`src/rtl/aw_video_scanout_pkg.sv`:
```
// Shared constants and types for the Another World video scanout block.
// Geometry of the 2x2-doubled 320x200 window inside the 640x480 frame.
package aw_video_scanout_pkg;

  localparam int unsigned V_TOP      = 40;
  localparam int unsigned V_LINES    = 400;
  localparam int unsigned H_PIX      = 640;
  localparam int unsigned LINE_BYTES = 160;
  localparam int unsigned FB_AW      = 17;
  localparam int unsigned FB_OW      = 15;
  localparam int unsigned PAL_W      = 12;
  localparam int unsigned PIPE_LAT   = 3;

  typedef logic [PAL_W-1:0] color_t;
  typedef logic [3:0]       pal_idx_t;
  typedef logic [FB_OW-1:0] fb_off_t;

  function automatic logic in_window_rows(input logic [9:0] vpos);
    return (vpos >= 10'(V_TOP)) && (vpos < 10'(V_TOP + V_LINES));
  endfunction

endpackage

```
`src/rtl/aw_video_scanout_if.sv`:
```
// Framebuffer read port: registered address/strobe out, data back one clock later.
interface aw_video_scanout_if;

  logic [aw_video_scanout_pkg::FB_AW-1:0] fb_addr;
  logic                                   fb_rd;
  logic [7:0]                             fb_data;

  modport master (output fb_addr, output fb_rd, input fb_data);
  modport slave  (input fb_addr, input fb_rd, output fb_data);

endinterface

```
`src/rtl/aw_palette_regfile.sv`:
```
// 16-entry colour palette: one synchronous write port, one combinational read port.
// A read of an entry written on the same edge returns the previous contents.
module aw_palette_regfile
  import aw_video_scanout_pkg::*;
(
  input  logic     clk,
  input  logic     rst_n,
  input  logic     we,
  input  pal_idx_t waddr,
  input  color_t   wdata,
  input  pal_idx_t raddr,
  output color_t   rdata
);

  logic [15:0][PAL_W-1:0] pal_q;
  logic [15:0][PAL_W-1:0] pal_d;

  always_comb begin
    pal_d = pal_q;
    if (we) pal_d[waddr] = wdata;
  end

  always_ff @(posedge clk or negedge rst_n) begin
    if (!rst_n) pal_q <= '0;
    else        pal_q <= pal_d;
  end

  assign rdata = pal_q[raddr];

endmodule

```
`src/rtl/aw_video_scanout.sv`:
```
// Scans the 320x200 4bpp framebuffer out as a 2x2-doubled 640x400 window centred in 640x480,
// through the palette, with hsync/vsync delayed to match the three-stage pixel pipeline.
module aw_video_scanout
  import aw_video_scanout_pkg::*;
(
  input  logic                clk,
  input  logic                reset,
  input  logic [9:0]          hpos,
  input  logic [9:0]          vpos,
  input  logic                display_on,
  input  logic                hsync_in,
  input  logic                vsync_in,
  input  logic [1:0]          fb_page,
  aw_video_scanout_if.master  fb,
  input  logic                pal_we,
  input  pal_idx_t            pal_idx,
  input  color_t              pal_color,
  output color_t              rgb444,
  output logic [2:0]          rgb,
  output logic                hsync,
  output logic                vsync
);

  logic               line_start, frame_start, row_win, win;
  logic [9:0]         vdelta;

  logic [1:0]         page_q, page_d;
  fb_off_t            line_base_q, line_base_d;
  logic               armed_q, armed_d;

  logic [FB_AW-1:0]   fb_addr_q, fb_addr_d;
  logic               fb_rd_q, fb_rd_d;
  logic               win_d1_q, win_d1_d;
  logic               nib_d1_q, nib_d1_d;
  pal_idx_t           idx_d2_q, idx_d2_d;
  logic               win_d2_q, win_d2_d;
  color_t             rgb444_q, rgb444_d;
  color_t             pal_rdata;

  logic [PIPE_LAT-1:0] hs_pipe_q, hs_pipe_d;
  logic [PIPE_LAT-1:0] vs_pipe_q, vs_pipe_d;

  always_comb begin
    line_start  = (hpos == '0);
    frame_start = line_start && (vpos == '0);
    row_win     = in_window_rows(vpos);
    vdelta      = vpos - 10'(V_TOP);
    // After reset the block stays dark until a line begins, so no partial line is shown.
    win         = display_on && row_win && (hpos < 10'(H_PIX)) && (armed_q || line_start);
    armed_d     = armed_q || line_start;

    page_d      = frame_start ? fb_page : page_q;

    line_base_d = line_base_q;
    if (frame_start)
      line_base_d = '0;
    else if (row_win && (hpos == 10'(H_PIX)) && vdelta[0])
      line_base_d = line_base_q + fb_off_t'(LINE_BYTES);
  end

  // Pixel pipeline: S0 address, S1 nibble select, S2 palette lookup.
  always_comb begin
    fb_addr_d = win ? {page_q, line_base_q + fb_off_t'(hpos[9:2])} : fb_addr_q;
    fb_rd_d   = win;
    win_d1_d  = win;
    nib_d1_d  = hpos[1];

    idx_d2_d  = nib_d1_q ? fb.fb_data[3:0] : fb.fb_data[7:4];
    win_d2_d  = win_d1_q;

    rgb444_d  = win_d2_q ? pal_rdata : '0;

    hs_pipe_d = {hs_pipe_q[PIPE_LAT-2:0], hsync_in};
    vs_pipe_d = {vs_pipe_q[PIPE_LAT-2:0], vsync_in};
  end

  always_ff @(posedge clk or negedge reset) begin
    if (!reset) begin
      page_q      <= '0;
      line_base_q <= '0;
      armed_q     <= 1'b0;
      fb_addr_q   <= '0;
      fb_rd_q     <= 1'b0;
      win_d1_q    <= 1'b0;
      nib_d1_q    <= 1'b0;
      idx_d2_q    <= '0;
      win_d2_q    <= 1'b0;
      rgb444_q    <= '0;
      hs_pipe_q   <= '0;
      vs_pipe_q   <= '0;
    end else begin
      page_q      <= page_d;
      line_base_q <= line_base_d;
      armed_q     <= armed_d;
      fb_addr_q   <= fb_addr_d;
      fb_rd_q     <= fb_rd_d;
      win_d1_q    <= win_d1_d;
      nib_d1_q    <= nib_d1_d;
      idx_d2_q    <= idx_d2_d;
      win_d2_q    <= win_d2_d;
      rgb444_q    <= rgb444_d;
      hs_pipe_q   <= hs_pipe_d;
      vs_pipe_q   <= vs_pipe_d;
    end
  end

  aw_palette_regfile u_pal (
    .clk   (clk),
    .rst_n (reset),
    .we    (pal_we),
    .waddr (pal_idx),
    .wdata (pal_color),
    .raddr (idx_d2_q),
    .rdata (pal_rdata)
  );

  assign fb.fb_addr = fb_addr_q;
  assign fb.fb_rd   = fb_rd_q;
  assign rgb444     = rgb444_q;
  assign rgb        = {rgb444_q[3], rgb444_q[7], rgb444_q[11]};
  assign hsync      = hs_pipe_q[PIPE_LAT-1];
  assign vsync      = vs_pipe_q[PIPE_LAT-1];

endmodule

```
`src/flat_wrapper.sv`:
```
// flat-port wrapper written by rule: the top's interface ports become plain ports
module aw_video_scanout_flat import aw_video_scanout_pkg::*;
  (clk, reset, hpos, vpos, display_on, hsync_in, vsync_in, fb_page, pal_we, pal_idx, pal_color, rgb444, rgb, hsync, vsync, fb_fb_addr, fb_fb_rd, fb_fb_data);
  aw_video_scanout_if fb_i ();
  input  logic clk;
  input  logic reset;
  input  logic [9:0] hpos;
  input  logic [9:0] vpos;
  input  logic display_on;
  input  logic hsync_in;
  input  logic vsync_in;
  input  logic [1:0] fb_page;
  input  logic pal_we;
  input  pal_idx_t pal_idx;
  input  color_t pal_color;
  output color_t rgb444;
  output logic [2:0] rgb;
  output logic hsync;
  output logic vsync;
  output wire logic [$bits(fb_i.fb_addr)-1:0] fb_fb_addr;
  output wire logic [$bits(fb_i.fb_rd)-1:0] fb_fb_rd;
  input wire logic [$bits(fb_i.fb_data)-1:0] fb_fb_data;
  assign fb_fb_addr = fb_i.fb_addr;
  assign fb_fb_rd = fb_i.fb_rd;
  assign fb_i.fb_data = fb_fb_data;
  aw_video_scanout u_core (.clk(clk), .reset(reset), .hpos(hpos), .vpos(vpos), .display_on(display_on), .hsync_in(hsync_in), .vsync_in(vsync_in), .fb_page(fb_page), .fb(fb_i), .pal_we(pal_we), .pal_idx(pal_idx), .pal_color(pal_color), .rgb444(rgb444), .rgb(rgb), .hsync(hsync), .vsync(vsync));
endmodule
```
`config.mk`:
```
export PLATFORM = sky130hd
export DESIGN_NAME = aw_video_scanout_flat
export DESIGN_NICKNAME = d
export VERILOG_FILES = /design/src/rtl/aw_video_scanout_pkg.sv /design/src/rtl/aw_video_scanout_if.sv /design/src/rtl/aw_palette_regfile.sv /design/src/rtl/aw_video_scanout.sv /design/src/flat_wrapper.sv
export SDC_FILE = /design/constraint.sdc
export NUM_CORES = 1
export LEC_CHECK = 0
export ABC_AREA = 1
export BUFFER_PORTS_ARGS = -buffer_cell sky130_fd_sc_hd__buf_2
export CORE_AREA = 2 2 182 220
export CTS_BUF_LIST = sky130_fd_sc_hd__clkbuf_8
export DETAILED_ROUTE_END_ITERATION = 8
export DIE_AREA = 0 0 184 222
export PLACE_DENSITY = 0.42
export SLEW_MARGIN = 5
export SYNTH_ARGS = -nofsm -noshare
export SYNTH_HDL_FRONTEND = slang
export SYNTH_HIERARCHICAL = 1
export SYNTH_SLANG_ARGS = --single-unit
```
`constraint.sdc`:
```
create_clock -name clk -period 1.7 [get_ports clk]
set_input_delay 0.17 -clock clk [delete_from_list [all_inputs] [get_ports clk]]
set_output_delay 0.17 -clock clk [all_outputs]
set_load 0.01 [all_outputs]
```
# After elaboration in Yosys (flattened, before gate mapping)
# Cells that the tools add are included.
dict set report classes {
  n_reduce_logical 12
  order_cmp 6
  n_eq_ne 1
  add_sub_neg 3
  muxes 9
}
# cell n
set ops {}
lappend ops {{$bwmux W192} 1}
lappend ops {{$bmux W12 S4} 1}
lappend ops {{$demux W12 S4} 1}
lappend ops {{$mux W12} 3}
lappend ops {{$mux W15} 2}
lappend ops {{$logic_not A10 Y1} 2}
lappend ops {{$add A15 B8 Y15} 1}
lappend ops {{$add A15 B8 Y15 const B} 1}
lappend ops {{$eq A10 B10 Y1 const B} 1}
lappend ops {{$ge A10 B6 Y1 const B} 1}
lappend ops {{$lt A10 B10 Y1 const B} 1}
lappend ops {{$lt A10 B9 Y1 const B} 1}
lappend ops {{$lt A4 B5 Y1 const B} 2}
lappend ops {{$logic_and A1 B1 Y1} 8}
lappend ops {{$ge A4 B1 Y1 const B} 1}
lappend ops {{$mux W4} 1}
lappend ops {{$reduce_bool A2 Y1} 1}
lappend ops {{$logic_or A1 B1 Y1} 1}
lappend ops {{$sub A1 B1 Y1 const B} 1}
dict set report totals {
  in_bits 52
  ff_bits 252
  output_inout_bits 35
}

# Logic depth before layout (Yosys ltp)
dict set report logic_depth {
  depth_word 6
  ltp_mapped 10
}

# Hierarchy
# The synthesis kept the hierarchy.
# module area_per_inst_um2 instances cells_per_inst seq_area_each_um2
set modules_own_cells {}
lappend modules_own_cells {aw_palette_regfile 9232.6 1 1243 4804.6}
lappend modules_own_cells {aw_video_scanout 2643.8 1 317 1376.3}

# Least setup slack after synthesis
# No wires, ideal clock.
dict set report synth_path {
  path_kind {reg-to-reg}
  startpoint {register u_core.line_base_q[6]}
  endpoint {register u_core.fb_addr_q[13], in the netlist u_core/fb.fb_addr[13]}
  arrival_time_ps 1269
  path_slack_ps 314
  setup_ps 117
  stages_incl_launch_ff 11
  required_time_ps 1583
  n_path_buf 0
  synth_period_minus_slack_ps 1386
  cell_sequence {dfrtp_1 ha_1 nand2_1 nand2_1 nand2_1 nand2_1 nand2_1 nand2_1 nand2_1 nand3_1 nand2_1}
}
dict set report synth_between {
  elab_chain_cells 1
}
# item line
set synth_lines {}
lappend synth_lines {{from (decl)} aw_video_scanout.sv:28} ;# fb_off_t line_base_q, line_base_d;
lappend synth_lines {{from (signal assigned)} aw_video_scanout.sv:93} ;# line_base_q <= line_base_d;
lappend synth_lines {{$add A15 B8 Y15} aw_video_scanout.sv:63} ;# fb_addr_d = win ? {page_q, line_base_q + fb_off_t'(hpos[9:2])} : fb_addr_q;
lappend synth_lines {{to (signal assigned)} aw_video_scanout.sv:95} ;# fb_addr_q <= fb_addr_d;
lappend synth_lines {{to (decl)} aw_video_scanout.sv:31} ;# logic [FB_AW-1:0] fb_addr_q, fb_addr_d;
# No other way between the ends.
# A chain may end at the register's enable or synchronous reset.

# Final worst setup path
dict set report layout_path {
  startpoint {register u_core.idx_d2_q[0]}
  endpoint {register u_core.rgb444_q[1], in the netlist u_core/rgb444[1]}
}
dict set report layout_between {
  elab_chain_cells 3
}
# item line
set layout_lines {}
lappend layout_lines {{from (decl)} aw_video_scanout.sv:35} ;# pal_idx_t idx_d2_q, idx_d2_d;
lappend layout_lines {{from (signal assigned)} aw_video_scanout.sv:99} ;# idx_d2_q <= idx_d2_d;
lappend layout_lines {{$bmux W12 S4} aw_palette_regfile.sv:28} ;# assign rdata = pal_q[raddr];
lappend layout_lines {{$mux W12 (not written as such)} aw_palette_regfile.sv:28}
lappend layout_lines {{via u_core.pal_rdata[1]} aw_video_scanout.sv:38} ;# color_t pal_rdata;
lappend layout_lines {{$mux W12} aw_video_scanout.sv:71} ;# rgb444_d = win_d2_q ? pal_rdata : '0;
lappend layout_lines {{via u_core.rgb444_d[1]} aw_video_scanout.sv:37} ;# color_t rgb444_q, rgb444_d;
lappend layout_lines {{to (signal assigned)} aw_video_scanout.sv:101} ;# rgb444_q <= rgb444_d;
lappend layout_lines {{to (decl)} aw_video_scanout.sv:37}
# The timed path passes the listed nets, and every way through them passes these cells. The select of a mux whose other input is x is not followed.

==> flow_summary.toml <==
[place]
post-place-ws_ns = 0.0612
dpl.cell_count = 2085
gp_congestion = 0.793
port_buffers = 86
dp_hpwl_um = 25000

[floorplanning]
die_area_um2 = 40800
core_um2 = 38500
start_util_pct = 30.8
row_count = 79
die_x_um = 184
die_y_um = 222
io_pins = 87

[sta]
worstMarginPinSlew_ns = 0.626
timing_hold_violations_final = 0
slew_headroom_pct = 58.3
min_period_over_period_pct = 96.9
slew_violations = 0
finalSetupViolations = 0
tns_ns = 0
fmax_mhz = 607
finalClockSkew_ns = 0.0333
timing.final.ws_setup_ns = 0.0523
min_period_ns = 1.65
grt_setup_unrepaired = "yes"

[setup_path]
cp.buffers_inverters = 2
reg2reg_slack_ns = 0.05
critPathLaunch = "u_core/idx_d2_q[0]"
cp_cell_sequence = "clkbuf_16, or2_2, nand3_1, nand3_2, nand3_1, nand2_1, nand2_1, inv_1"
critPathTopFamily = "simple AND/OR/NAND/NOR gates"
start_kind = "flip-flop"
worst_setup_path_end_kind = "flip-flop"
cpPeakStageDelay_ns = 0.56
worstPathRequired_ns = 2.17
r2r_start = "u_core/idx_d2_q[0]"
crit_slowest_cell = "dfrtp_4"
worstSetupPathType = "flip-flop to flip-flop"
worst_ep_arrival_time_ns = 2.12
cp_max_fo = 39

[detailed_routing]
drcViolationCount = 0
routedWlPerCell_um = 17.8
detail_route.wirelength_um = 38900
postRouteAntennaNets = 0
drt_first_pass_iters = 5
via_per_inst = 4.64
dr_total_vias = 10200
drt_iter0_markers = 620

[synthesis]
syn-cell-area_um2 = 11900
synth_edf_count = 0
postSynthAreaPerCell_um2 = 7.61
synth_nets = 1616
synth_cell_type_count = 29
synthTopCellsByArea = "dfrtp_1, nand2_1, nand3_1"
synth.largest_area_cell = "dfrtp_1"
synth_top_area_share_pct = 52.0
yosysWarningCount = 6
ys_ff_latch = 247
synth_cells = 1560
async_flop_share_pct = 100
synth_flop_cell = "dfrtp_1"
ys_seq_area_share_pct = 52.0

[finish]
syn2layout_area_growth_pct = 20.6
layout_commonest_cell = "nand2_1"
finalNetCount = 1736
drive_gt1_share_pct = 12.7
nFillCells = 4093
stdcell_count = 2192
mostFrequentLayoutCells = "nand2_1, dfrtp_1, inv_1"

[clock_tree]
cts_buffers = 45
postCtsSetupBuffers = 0
cts.clk_slew.worst_paths_ns = 0.06
clk_latency_ns = 0.58
cts_tree = "done"
clockBufferDepth = 3
ctsHtreeMaxLevel = 2
root_buffer = "clkbuf_8"
cts_sinks = 247

[min_path]
hp-class = "primary input to flip-flop"
hp-start = "hpos[7]"

[power]
leakage_nw = 7.52
cellPowerDensity_nw_per_um2 = 1110
total_power_mw = 15.9
ir_drop_mv = 0.463

[run_status]
outcome = "finished, final reports clean"

[run]
drv_cap = 0

[global_routing]
grt-ovfl-total = 0
antenna_found_initial = 1
grt_use_total_pct = 19.6
grt_first_pass_wirelength_um = 61300
grt_pass1_vias = 10300
grt_max_degree = 80
[cell usage after synthesis (2+ instances only)]
cell type  number
nand3b_1        9
inv_1         208
ha_1            4
nand2_1       548
buf_2          18
clkbuf_1       59
nand2_2         2
mux2_2          4
o21ai_0       195
clkbuf_2        2
nand3_1       198
nor3_2          3
or2_2           6
xor2_1          6
nor2_2          3
nand4_1         3
nor2_1         24
dfrtp_1       247
buf_4           5
o21ai_1         2
buf_1           6
[registers in the layout (all words and copies together), names as in the netlist]
| name | flops |
|---|---|
| u_core/nib_d1_q | 1 |
| u_core/rgb444 | 12 |
| u_core/vs_pipe_q | 3 |
| u_core/u_pal/pal_q | 192 |
| u_core/page_q | 2 |
| u_core/win_d2_q | 1 |
| u_core/idx_d2_q | 4 |
| u_core/fb.fb_addr | 17 |
| u_core/armed_q | 1 |
| u_core/line_base_q | 10 |
| u_core/hs_pipe_q | 3 |
| u_core/win_d1_q | 1 |
[per-stage QoR]
step           utilization (%)  hold WS, ns  instance area (µm²)
3_5_place_dp              33.9        0.121                13100
3_3_place_gp              33.9        0.122                13100
5_1_grt                   37.2       0.0283                14300
2_1_floorplan                -       -0.126                11900
6_report                  37.2       0.0436                14300
4_1_cts                   36.9      0.00545                14200
[path summary, 6_finish.rpt]
check                                          to  cells past startpoint
setup reg to reg                 u_core/rgb444[1]                      8
setup / recovery                 u_core/rgb444[1]                      8
hold reg to reg               u_core/vs_pipe_q[2]                      0
min in group asynchronous  u_core/u_pal/pal_q[15]                      2
hold / removal               u_core/fb.fb_addr[5]                      4
max in group asynchronous         u_core/nib_d1_q                      3
[layer usage]
metal | share of wire [%] | GRT usage, % | vias to the layer above
li1 | - | - | 5093
met1 | 47 | 26.7 | 4817
met2 | 48 | 32.4 | 226
met3 | 3.8 | 2.91 | 44
met4 | 1.8 | 4.98 | 0
met5 | 0 | 0 | -
[power breakdown]
part | switching, mW | leakage, nW | internal, mW
clock | 2.50 | 0.494 | 3.05
sequential | 0.505 | 3.12 | 6.93
combinational | 1.78 | 3.90 | 1.11
total | 4.78 | 7.52 | 11.1
[repair_timing]
item                                   CTS  global route
endpoints found under the hold margin  309             0
gates resized for setup                  0             7
setup endpoints to repair                0             6
hold buffers                            31             0
[cell type report]
class	count	area, µm²	share of cell area [%]
Sequential cell	247	6190	43.2
Inverter	209	790	5.51
Clock buffer	52	716	4.99
Timing Repair Buffer	164	1360	9.52
Multi-Input combinational cell	1013	4530	31.6
Antenna cell	1	2.50	0.0175
Clock inverter	20	135	0.943
Tap cell	486	608	4.24
[worst reg2reg max path, delay by kind of cell, from the launching register on]
kind | cells | cell delay [ns]
AND/OR/NAND/NOR | 6 | 0.71
buffers and inverters | 2 | 0.30
flip-flops | 1 | 0.56
[cells by family (layout without fill, tap and decap cells)]
| family | Yosys count | in the layout | synth area share [%] |
|---|---|---|---|
| other | 0 | 1 | 0 |
| flip-flops | 247 | 247 | 52.0 |
| AO/OA/AOI/OAI | 199 | 199 | 8.41 |
| AND/OR/NAND/NOR | 799 | 799 | 28.3 |
| adder cells (fa/ha/maj) | 4 | 4 | 0.421 |
| XOR/XNOR | 7 | 7 | 0.516 |
| buffers and inverters | 300 | 445 | 9.91 |
| multiplexers | 4 | 4 | 0.379 |
Power figures use the tool's default switching activity.
